**src/rtl/mem_block_mover.sv**
```systemverilog
// DMA-style word copy/fill engine driving the data-memory port; copy takes 1+2N busy cycles, fill 1+N.
// All outputs registered; no backpressure, the memory is assumed to accept one access per cycle.
`timescale 1ns/1ps
module mem_block_mover #(
  parameter int RAM_SIZE = 256,
  parameter int LEN_W    = 8
) (
  input  logic             clk,
  input  logic             reset,
  input  logic             start,
  input  logic             mode,
  input  logic [31:0]      src_addr,
  input  logic [31:0]      dst_addr,
  input  logic [LEN_W-1:0] len,
  input  logic [31:0]      fill_data,
  output logic             busy,
  output logic             done,
  output logic             err,
  output logic             mem_rd,
  output logic             mem_wr,
  output logic [31:0]      mem_addr,
  output logic [31:0]      mem_wdata,
  input  logic [31:0]      mem_rdata
);

  typedef enum logic [2:0] {IDLE, CHECK, READ, WRITE, DONE} state_t;

  localparam logic [31:0] LIMIT = 32'(RAM_SIZE);

  state_t           state, state_n;
  logic             mode_r, mode_n;
  logic [31:0]      src_r, src_n, dst_r, dst_n, fill_r, fill_n;
  logic [LEN_W-1:0] cnt, cnt_n;
  logic             busy_n, done_n, err_n, rd_n, wr_n, finish;
  logic [31:0]      addr_n, wdata_n;

  // Strobes are decided on entry to READ/WRITE so they can be registered;
  // an out-of-range address enters the state with its strobe held low.
  always_comb begin
    state_n = state;
    mode_n  = mode_r;
    src_n   = src_r;
    dst_n   = dst_r;
    fill_n  = fill_r;
    cnt_n   = cnt;
    busy_n  = busy;
    done_n  = 1'b0;
    err_n   = err;
    rd_n    = 1'b0;
    wr_n    = 1'b0;
    addr_n  = mem_addr;
    wdata_n = mem_wdata;
    finish  = 1'b0;
    case (state)
      IDLE: begin
        if (start) begin
          state_n = CHECK;
          mode_n  = mode;
          src_n   = src_addr;
          dst_n   = dst_addr;
          cnt_n   = len;
          fill_n  = fill_data;
          busy_n  = 1'b1;
          err_n   = 1'b0;
        end
      end
      CHECK: begin
        if (cnt == '0) begin
          finish = 1'b1;
        end else if ((!mode_r && src_r[1:0] != 2'b00) || dst_r[1:0] != 2'b00) begin
          finish = 1'b1;
          err_n  = 1'b1;
        end else if (mode_r) begin
          state_n = WRITE;
          wr_n    = (dst_r < LIMIT);
          addr_n  = dst_r;
          wdata_n = fill_r;
        end else begin
          state_n = READ;
          rd_n    = (src_r < LIMIT);
          addr_n  = src_r;
        end
      end
      READ: begin
        if (src_r >= LIMIT) begin
          finish = 1'b1;
          err_n  = 1'b1;
        end else begin
          state_n = WRITE;
          wr_n    = (dst_r < LIMIT);
          addr_n  = dst_r;
          wdata_n = mem_rdata;
        end
      end
      WRITE: begin
        if (dst_r >= LIMIT) begin
          finish = 1'b1;
          err_n  = 1'b1;
        end else begin
          src_n = src_r + 32'd4;
          dst_n = dst_r + 32'd4;
          cnt_n = cnt - LEN_W'(1);
          if (cnt == LEN_W'(1)) begin
            finish = 1'b1;
          end else if (mode_r) begin
            state_n = WRITE;
            wr_n    = (dst_n < LIMIT);
            addr_n  = dst_n;
            wdata_n = fill_r;
          end else begin
            state_n = READ;
            rd_n    = (src_n < LIMIT);
            addr_n  = src_n;
          end
        end
      end
      DONE:    state_n = IDLE;
      default: state_n = IDLE;
    endcase
    if (finish) begin
      state_n = DONE;
      busy_n  = 1'b0;
      done_n  = 1'b1;
    end
  end

  always_ff @(posedge clk) begin
    if (!reset) begin
      state     <= IDLE;
      mode_r    <= 1'b0;
      src_r     <= '0;
      dst_r     <= '0;
      fill_r    <= '0;
      cnt       <= '0;
      busy      <= 1'b0;
      done      <= 1'b0;
      err       <= 1'b0;
      mem_rd    <= 1'b0;
      mem_wr    <= 1'b0;
      mem_addr  <= '0;
      mem_wdata <= '0;
    end else begin
      state     <= state_n;
      mode_r    <= mode_n;
      src_r     <= src_n;
      dst_r     <= dst_n;
      fill_r    <= fill_n;
      cnt       <= cnt_n;
      busy      <= busy_n;
      done      <= done_n;
      err       <= err_n;
      mem_rd    <= rd_n;
      mem_wr    <= wr_n;
      mem_addr  <= addr_n;
      mem_wdata <= wdata_n;
    end
  end

endmodule

```
**config.mk**
```make
export PLATFORM = sky130hd
export DESIGN_NAME = mem_block_mover
export DESIGN_NICKNAME = d
export VERILOG_FILES = /design/src/rtl/mem_block_mover.sv
export SDC_FILE = /design/constraint.sdc
export NUM_CORES = 1
export LEC_CHECK = 0
export BUFFER_PORTS_ARGS = -buffer_cell sky130_fd_sc_hd__buf_2
export CAP_MARGIN = 20
export CORE_AREA = 2 2 183 140
export DETAILED_ROUTE_END_ITERATION = 8
export DIE_AREA = 0 0 185 142
export GPL_TIMING_DRIVEN = 0
export PLACE_DENSITY_LB_ADDON = 0.1
export SLEW_MARGIN = 20
export SYNTH_ARGS = -nofsm -noshare
export SYNTH_HDL_FRONTEND = slang
export SYNTH_SLANG_ARGS = --single-unit
```
**constraint.sdc**
```tcl
create_clock -name clk -period 4.64 [get_ports clk]
set_input_delay 0.696 -clock clk [delete_from_list [all_inputs] [get_ports clk]]
set_output_delay 0.696 -clock clk [all_outputs]
set_load 0.01 [all_outputs]
```
==> flow_summary.ini, run 1 <==
[power]
p_per_area_nw_per_um2 = 613
ir_worst_vdd_mv = 0.317
leakage_nw = 4.50

[worst_setup_path]
crit_type = flip-flop to flip-flop
timing.rr.start = dst_r[10]$_SDFFE_PN0P_
worst_path_max_delay_cell = o21ai_1
cp-start-kind = flip-flop
cp_data_arrival_time_ns = 4.03
crit_path_end_kind = flip-flop
crit_chain = clkbuf_1, nor4_1, nand4_1, or2_2, o21ai_1, buf_2, nand2_1, a22oi_1, nor2_1
cp_top_family = simple AND/OR/NAND/NOR gates
cp_max_fo = 10
cpPeakStageDelay_ns = 0.91
crit_required_ns = 4.93
crit_start = dst_r[10]$_SDFFE_PN0P_
cp_num_buf_inv = 2

[min_path]
hold_start = fill_r[28]$_SDFFE_PN0P_
hold_path_class = flip-flop to flip-flop

[place]
dp.final_hpwl_mm = 31.0
dpl.cell_count = 1856
dp_slack_ns = 1.09
port_buffers = 208
gp_congestion = 0.967

[synth]
synth_area_um2 = 9680
synth_edf_count = 0
yosysSeqAreaShare_pct = 36.6
ys_seq_elements = 177
synth-warning-count = 0
synthFlopType = dfxtp_1
syn_area_per_cell_um2 = 7.39
syn-num-nets = 1456
postSynthCellCount = 1310
synth-async-reset-ratio_pct = 0
synth_cell_types = 71

[cells_and_area]
area_growth_pct = 21.3
drive_gt1_share_pct = 20.5
fin_nets = 1683
final_cell_count_no_fill = 1889
layout_commonest_cell = nand2_1
final_cell_mix = nand2_1 (269), buf_2 (228), dfxtp_1 (177), a21oi_1 (147), nor2_1 (136)

[die]
start_util_pct = 39.5
fp-row-count = 50
die_y_um = 142
die_w_um = 185
dieArea_um2 = 26300
io_pins = 209
core-area_um2 = 24500

[run_status]
outcome = finished clean

[timing]
slew_violations = 0
finalCriticalPeriod_ns = 3.74
period_share_pct = 80.6
slew_headroom_pct = 20.9
finalSetupViolations = 0
rsz0062_at_grt = no
timing.fmax_ghz = 0.267
finClkSkew_ns = 0.0196
setup_slack_ns = 0.901
tightest_slew_ns = 1.18
hold_violations = 0
setup-tns-final_ns = 0

[drt]
num_vias = 10800
drtIter0Drc = 1354
via_per_inst = 5.74
dr.pass1.iters = 6
antenna_left = 0
wl_per_cell_um = 21.8
postRouteWirelength_mm = 41.2
drc = 0

[cts]
h-tree-depth = 4
cts_sinks = 177
cts_buffer_depth = 2
cts_root_buf = clkbuf_16
post_cts_buffers = 0
cts.hold.buffers_added = 0
path_clk_slew_ns = 0.07
ctsResizeCount = 0
cts_tree = done
cts_made_buffers = 17
clk-insertion-delay-late_ns = 0.46

[global_routing]
grt_max_degree = 17
grt_pass1_vias = 9907
grt_pass1_wl_mm = 61.2
grt_use_total_pct = 31.4
antenna_found_initial = 1
overflow = 0

[run]
max_cap_viol_count = 0
[worst paths after layout]
kind / endpoint / slack [ns] / depth (start not counted)
max: src_r[23]$_SDFFE_PN0P_ / 0.90 / 9
min: fill_r[28]$_SDFFE_PN0P_ / 0.46 / 2
max reg2reg: src_r[23]$_SDFFE_PN0P_ / 0.90 / 9
min reg2reg: fill_r[28]$_SDFFE_PN0P_ / 0.46 / 2
[kinds of logic after synthesis]
| group | Yosys count | synth area share, % |
|---|---|---|
| simple gates | 588 | 27.6 |
| compound gates | 360 | 24.6 |
| flops | 177 | 36.6 |
| buf+inv | 133 | 5.94 |
| xor+xnor | 32 | 2.90 |
| mux | 14 | 1.60 |
| fa+ha+maj | 6 | 0.776 |
[sequential cells by signal, indices dropped and copies added, names as in the netlist]
name       count
busy           1
cnt            8
mode_r         1
dst_r         32
mem_wdata     32
mem_rd         1
mem_addr      32
err            1
done           1
fill_r        32
state          3
src_r         32
mem_wr         1
[worst register-to-register path: cells and delay by family, from the launching register on]
family | cells | cell delay, ns
flip-flops | 1 | 0.30
buffers and inverters | 2 | 0.67
AND/OR/NAND/NOR | 5 | 1.56
AO/OA/AOI/OAI | 2 | 1.07
[routing by layer]
metal  GRT usage [%]  wire length, um  vias up
li1                -                -     5092
met1            47.4            19000     5067
met2            44.6            16800      610
met3            6.40             4520       69
met4            8.65              912        0
met5               0                0        -
[cell type report]
cell class	count	area, um^2
Fill cell	2604	12800
Clock buffer	21	480
Buffer	116	510
Clock inverter	11	101
Tap cell	338	423
Timing Repair Buffer	208	1040
Antenna cell	1	2.50
Inverter	17	63.8
Sequential cell	177	3540
Multi-Input combinational cell	1000	5570
[cell usage after synthesis (all sizes together) (4+ instances only)]
| master | instances | area [um^2] |
|---|---|---|
| a21oi | 147 | 736 |
| nand4 | 20 | 131 |
| nand3 | 56 | 285 |
| a31oi | 16 | 100 |
| nor4 | 21 | 183 |
| xor2 | 8 | 70.1 |
| mux2i | 11 | 110 |
| and3 | 10 | 62.6 |
| o211ai | 9 | 67.6 |
| xnor2 | 24 | 210 |
| dfxtp | 177 | 3540 |
| or3 | 6 | 37.5 |
| and2 | 6 | 37.5 |
| inv | 17 | 63.8 |
| o22ai | 9 | 56.3 |
| or2 | 5 | 31.3 |
| nand2b | 6 | 37.5 |
| ha | 6 | 75.1 |
| and4 | 7 | 61.3 |
| a311oi | 37 | 499 |
| nor2 | 136 | 510 |
| clkbuf | 84 | 317 |
| nand2 | 270 | 1020 |
| nor3 | 28 | 145 |
| nor2b | 6 | 37.5 |
| a221oi | 4 | 35.0 |
| a22oi | 15 | 113 |
| o21ai | 77 | 385 |
| buf | 32 | 194 |
| a211oi | 13 | 97.6 |
| a21o | 6 | 45.0 |
[per-stage QoR]
| stage | hold WS, ns | cell area (um^2) | utilization, % | power [W] |
|---|---|---|---|---|
| finish | 0.456 | 11700 | 47.8 | 0.00719 |
| floorplan | 0.437 | 9680 | - | 0.00435 |
| detailed placement | 0.447 | 11100 | 45.5 | 0.00565 |
| global placement | 0.442 | 11100 | 45.4 | 0.00562 |
| CTS | 0.457 | 11700 | 47.8 | 0.00711 |
| global route | 0.471 | 11700 | 47.8 | 0.00758 |
[power breakdown]
| part | switching [W] | internal, W |
|---|---|---|
| logic | 0.00232 | 0.00110 |
| registers | 0.000342 | 0.00196 |
| clock network | 0.000669 | 0.000800 |
| total | 0.00333 | 0.00386 |
(Power assumes the default switching activity.)
==> run 2: changes to the inputs <==
==> constraint.sdc (replaced) <==
create_clock -name clk -period 3.2 [get_ports clk]
set_input_delay 0.48 -clock clk [delete_from_list [all_inputs] [get_ports clk]]
set_output_delay 0.48 -clock clk [all_outputs]
set_load 0.01 [all_outputs]
==> run 2 against run 1 <==
  * First-iteration DRC count is 8.2% lower
  * Critical path type unchanged
  * Highest routed layer unchanged
  * Sequential share of layout area is 0.11 points lower
  * Final cell count stayed put
==> flow_summary.ini, run 2 (synthesized netlist as in run 1, its figures left out) <==
[run_status]
outcome = finished clean

[timing]
rsz0062_at_grt = yes
finalSetupViolations = 0
slew_headroom_pct = 25.8
tightest_slew_ns = 1.11
finalCriticalPeriod_ns = 3.19
finClkSkew_ns = 0.0148
timing.fmax_ghz = 0.314
slew_violations = 0
hold_ws_ns = 0.267
period_share_pct = 99.6
hold_violations = 0

[drt]
via_per_inst = 5.75
wl_met2_mm = 16.8
antenna_left = 0
wl_per_cell_um = 21.8
postRouteWirelength_mm = 41.2
wl_met3_mm = 4.22
wirelength_met1_mm = 19.2
drc = 0
highest_layer = met4
dr.pass1.iters = 8
num_vias = 10900
drtIter0Drc = 1243

[cts]
cts_root_buf = clkbuf_16
h-tree-depth = 4
cts_tree = done
cts_buffer_depth = 2
cts_made_buffers = 17
cts_sinks = 177
path_clk_slew_ns = 0.07
clk-insertion-delay-late_ns = 0.45

[global_routing]
overflow = 0
grt_pass1_vias = 9925
grt_use_total_pct = 31.4
grt_max_degree = 17
antenna_found_initial = 1
grt_pass1_wl_mm = 61.2

[power]
power_frac_seq_pct = 32.0
p_sw_w = 0.00484
intPower_w = 0.00562
p_per_area_nw_per_um2 = 888
switching_share_pct = 46.3
power_w = 0.0105
leakage_nw = 4.53
ir_worst_vdd_mv = 0.460
p_clk_share_pct = 20.4
p_comb_share_pct = 47.7

[die]
core-area_um2 = 24500
die_y_um = 142
io_pins = 209
fp-row-count = 50
die_w_um = 185
start_util_pct = 39.5
dieArea_um2 = 26300

[cells_and_area]
drive_gt1_share_pct = 21.3
area_growth_pct = 21.7
final_cell_count_no_fill = 1889
layout_commonest_cell = nand2_1
fin_nets = 1683
final_cell_mix = nand2_1 (269), buf_2 (229), dfxtp_1 (177), a21oi_1 (147), nor2_1 (135)

[worst_setup_path]
crit_type = flip-flop to flip-flop
crit_required_ns = 3.58
crit_path_end_kind = flip-flop
cp-start-kind = flip-flop
r2r_setup_slack_ns = 0.01
cp_data_arrival_time_ns = 3.57
cp_max_fo = 10
reg2reg_depth = 9

[place]
dpl.cell_count = 1856
gp_congestion = 0.967
dp.final_hpwl_mm = 31.0
port_buffers = 208

[min_path]
min_path_cells = 3
hold_path_class = input pin to flip-flop

[run]
max_cap_viol_count = 0
run 2: power by group through the flow:
stage          clock [W]  sequential [W]  combinational [W]
5_1_grt          0.00222         0.00341            0.00539
4_1_cts          0.00214         0.00332            0.00485
3_3_place_gp           0         0.00337            0.00478
3_5_place_dp           0         0.00337            0.00482
6_report         0.00213         0.00334            0.00498
2_1_floorplan          0         0.00337            0.00293
run 2: layer usage:
layer,GRT usage (%),vias to the layer above
li1,-,5085
met1,47.4,5122
met2,44.3,573
met3,6.65,80
met4,9.11,0
met5,0,-
run 2: critical path, cell delays in order (launching register included):
cell	delay (ns)
dfxtp_1	0.30
buf_2	0.26
inv_1	0.28
nor2_1	0.35
clkbuf_1	0.65
clkbuf_1	0.69
o211ai_1	0.16
o21ai_0	0.19
mux2i_1	0.13
nor2_1	0.09
run 2: final timing paths:
| kind | from | endpoint |
|---|---|---|
| setup reg to reg | state[0]$_SDFFE_PP0P_ | mem_addr[6]$_SDFFE_PN0P_ |
| hold / removal | fill_data[24] | fill_r[24]$_SDFFE_PN0P_ |
| hold reg to reg | fill_r[28]$_SDFFE_PN0P_ | fill_r[28]$_SDFFE_PN0P_ |
| setup / recovery | state[0]$_SDFFE_PP0P_ | mem_addr[6]$_SDFFE_PN0P_ |
run 2: stage by stage:
stage | utilization [%] | worst slack (ns) | area [um^2] | TNS, ns
finish | 48.0 | 0.0121 | 11800 | 0
global route | 48.0 | -0.0702 | 11800 | -0.0719
CTS | 47.9 | 0.0700 | 11800 | 0
detailed placement | 45.5 | -0.351 | 11100 | -7.38
global placement | 45.4 | -0.383 | 11100 | -7.64
floorplan | - | 0.852 | 9680 | 0
run 2: repair_timing:
item	in CTS	in global routing
pin swaps	0	2
gates resized for setup	5	14
buffers inserted	0	0
hold buffers	0	0
cloned	0	0
setup endpoints to repair	42	84
run 2: final cells by class:
class	count	area, um^2
antenna	1	2.50
buffer	116	520
clock buffer	21	480
clock inverter	11	101
fill	2597	12700
inverter	17	63.8
multi-input combinational	1000	5600
sequential	177	3540
tap	338	423
timing repair buffer	208	1040
==> run 3: changes to the inputs <==
==> constraint.sdc (replaced) <==
create_clock -name clk -period 3.2 [get_ports clk]
set_input_delay 0.16 -clock clk [delete_from_list [all_inputs] [get_ports clk]]
set_output_delay 0.16 -clock clk [all_outputs]
set_load 0.01 [all_outputs]
==> run 3 against run 2 <==
  * The flow now finishes with violations (negative setup slack)
  * Register-to-register slack worse by 0.07 ns
  * Design area rose by 6.8%
  * Hold slack got worse by 0.27 ns
  * Power rose by 0.88%
  * Fmax fell by 2.3%
  * Utilization is 3.3 points higher
  * Critical path depth stayed put
  * Global-route usage up 0.57 points
  * Final cell count rose by 4.2%
  * Critical endpoint unchanged
  * Largest power group unchanged
==> flow_summary.ini, run 3 (synthesized netlist as in run 1, its figures left out) <==
[die]
start_util_pct = 39.5
die_w_um = 185
fp-row-count = 50
io_pins = 209
dieArea_um2 = 26300
core-area_um2 = 24500
die_y_um = 142

[timing]
setup_slack_ns = -0.0613
finalSetupViolations = 5
rsz0062_at_grt = yes
hold_ws_ns = 0.00129
finalCriticalPeriod_ns = 3.26
slew_violations = 0
timing.fmax_ghz = 0.307
finClkSkew_ns = 0.0179
tightest_slew_ns = 1.15
slew_headroom_pct = 23.2
period_share_pct = 102
hold_violations = 0

[worst_setup_path]
crit_required_ns = 3.58
crit_type = flip-flop to flip-flop
cp_data_arrival_time_ns = 3.65
cp-start-kind = flip-flop
cp_max_fo = 10
crit_path_end_kind = flip-flop

[cts]
path_clk_slew_ns = 0.07
clk-insertion-delay-late_ns = 0.46
post_cts_buffers = 0
cts_made_buffers = 17
cts_root_buf = clkbuf_16
h-tree-depth = 4
cts_tree = done
cts_sinks = 177
cts_buffer_depth = 2

[drt]
via_per_inst = 5.68
drc = 0
num_vias = 11200
drtIter0Drc = 1210
dr.pass1.iters = 6
postRouteWirelength_mm = 42.2
antenna_left = 0
wl_per_cell_um = 21.4

[cells_and_area]
layout_commonest_cell = nand2_1
final_cell_mix = nand2_1 (269), buf_2 (229), dfxtp_1 (177), a21oi_1 (147), nor2_1 (135)
drive_gt1_share_pct = 20.2
area_growth_pct = 30.0
stdcell_area_um2 = 12600
fin_nets = 1763

[global_routing]
grt_max_degree = 17
grt_pass1_wl_mm = 62.6
antenna_found_initial = 1
grt_use_total_pct = 32.0
grt_pass1_vias = 10400
overflow = 0

[place]
dp_slack_ns = -0.351
place_area_um2 = 11100
port_buffers = 208
gp_congestion = 0.967
dp.final_hpwl_mm = 31.0

[run]
max_cap_viol_count = 0

[run_status]
outcome = finished with violations
violations = negative setup slack

[min_path]
hold_path_class = input pin to flip-flop

[power]
p_per_area_nw_per_um2 = 839
leakage_nw = 4.86
power_w = 0.0105
ir_worst_vdd_mv = 0.459
==> run 3: critical path, cell delays in order (launching register included) <==
cell and delay (ns):
dfxtp_1 0.30, buf_2 0.26, inv_1 0.30, nor2_1 0.36
clkbuf_1 0.69, clkbuf_1 0.70, o211ai_1 0.16, o21ai_0 0.19
mux2i_1 0.13, nor2_1 0.09
==> run 3: repair_timing <==
action | in CTS | in global routing
setup endpoints to repair | 42 | 84
hold buffers | 80 | 0
gates resized for setup | 5 | 14
pin swaps | 0 | 2
hold endpoints to repair | 80 | 0
==> run 3: metal layers <==
layer	global-route usage (%)	part of all wire [%]
met2	46.0	41
met1	47.6	46
met5	0	0
met3	6.70	10
met4	9.40	2.5
==> run 3: layout make-up <==
type | count | area [um^2]
fill | 2523 | 11900
multi-input combinational | 1000 | 5600
sequential | 177 | 3540
timing repair buffer | 288 | 1840
buffer | 116 | 520
clock buffer | 21 | 480
tap | 338 | 423
clock inverter | 11 | 101
inverter | 17 | 63.8
antenna | 1 | 2.50
==> run 3: power by group <==
| group | leakage (nW) | internal (W) | switching, W | total, W |
|---|---|---|---|---|
| combinational | 3.13 | 0.00168 | 0.00340 | 0.00508 |
| clock | 0.290 | 0.00116 | 0.000970 | 0.00213 |
| sequential | 1.45 | 0.00285 | 0.000498 | 0.00334 |
| total | 4.86 | 0.00568 | 0.00487 | 0.0105 |
==> run 3: stage by stage <==
step	TNS, ns	cells	utilization [%]
2_1_floorplan	0	1310	-
3_3_place_gp	-7.64	1856	45.4
3_5_place_dp	-7.38	1856	45.5
4_1_cts	0	1968	51.2
5_1_grt	-0.0715	1969	51.3
6_report	-0.137	1969	51.3
==> run 3: worst paths after layout <==
path | depth (start not counted) | from | to | slack, ns
hold / removal | 3 | mem_rdata[20] | mem_wdata[20]$_SDFFE_PN0P_ | 0.001
hold reg to reg | 2 | fill_r[28]$_SDFFE_PN0P_ | fill_r[28]$_SDFFE_PN0P_ | 0.46
setup / recovery | 9 | state[0]$_SDFFE_PP0P_ | mem_addr[6]$_SDFFE_PN0P_ | -0.06
setup reg to reg | 9 | state[0]$_SDFFE_PP0P_ | mem_addr[6]$_SDFFE_PN0P_ | -0.06
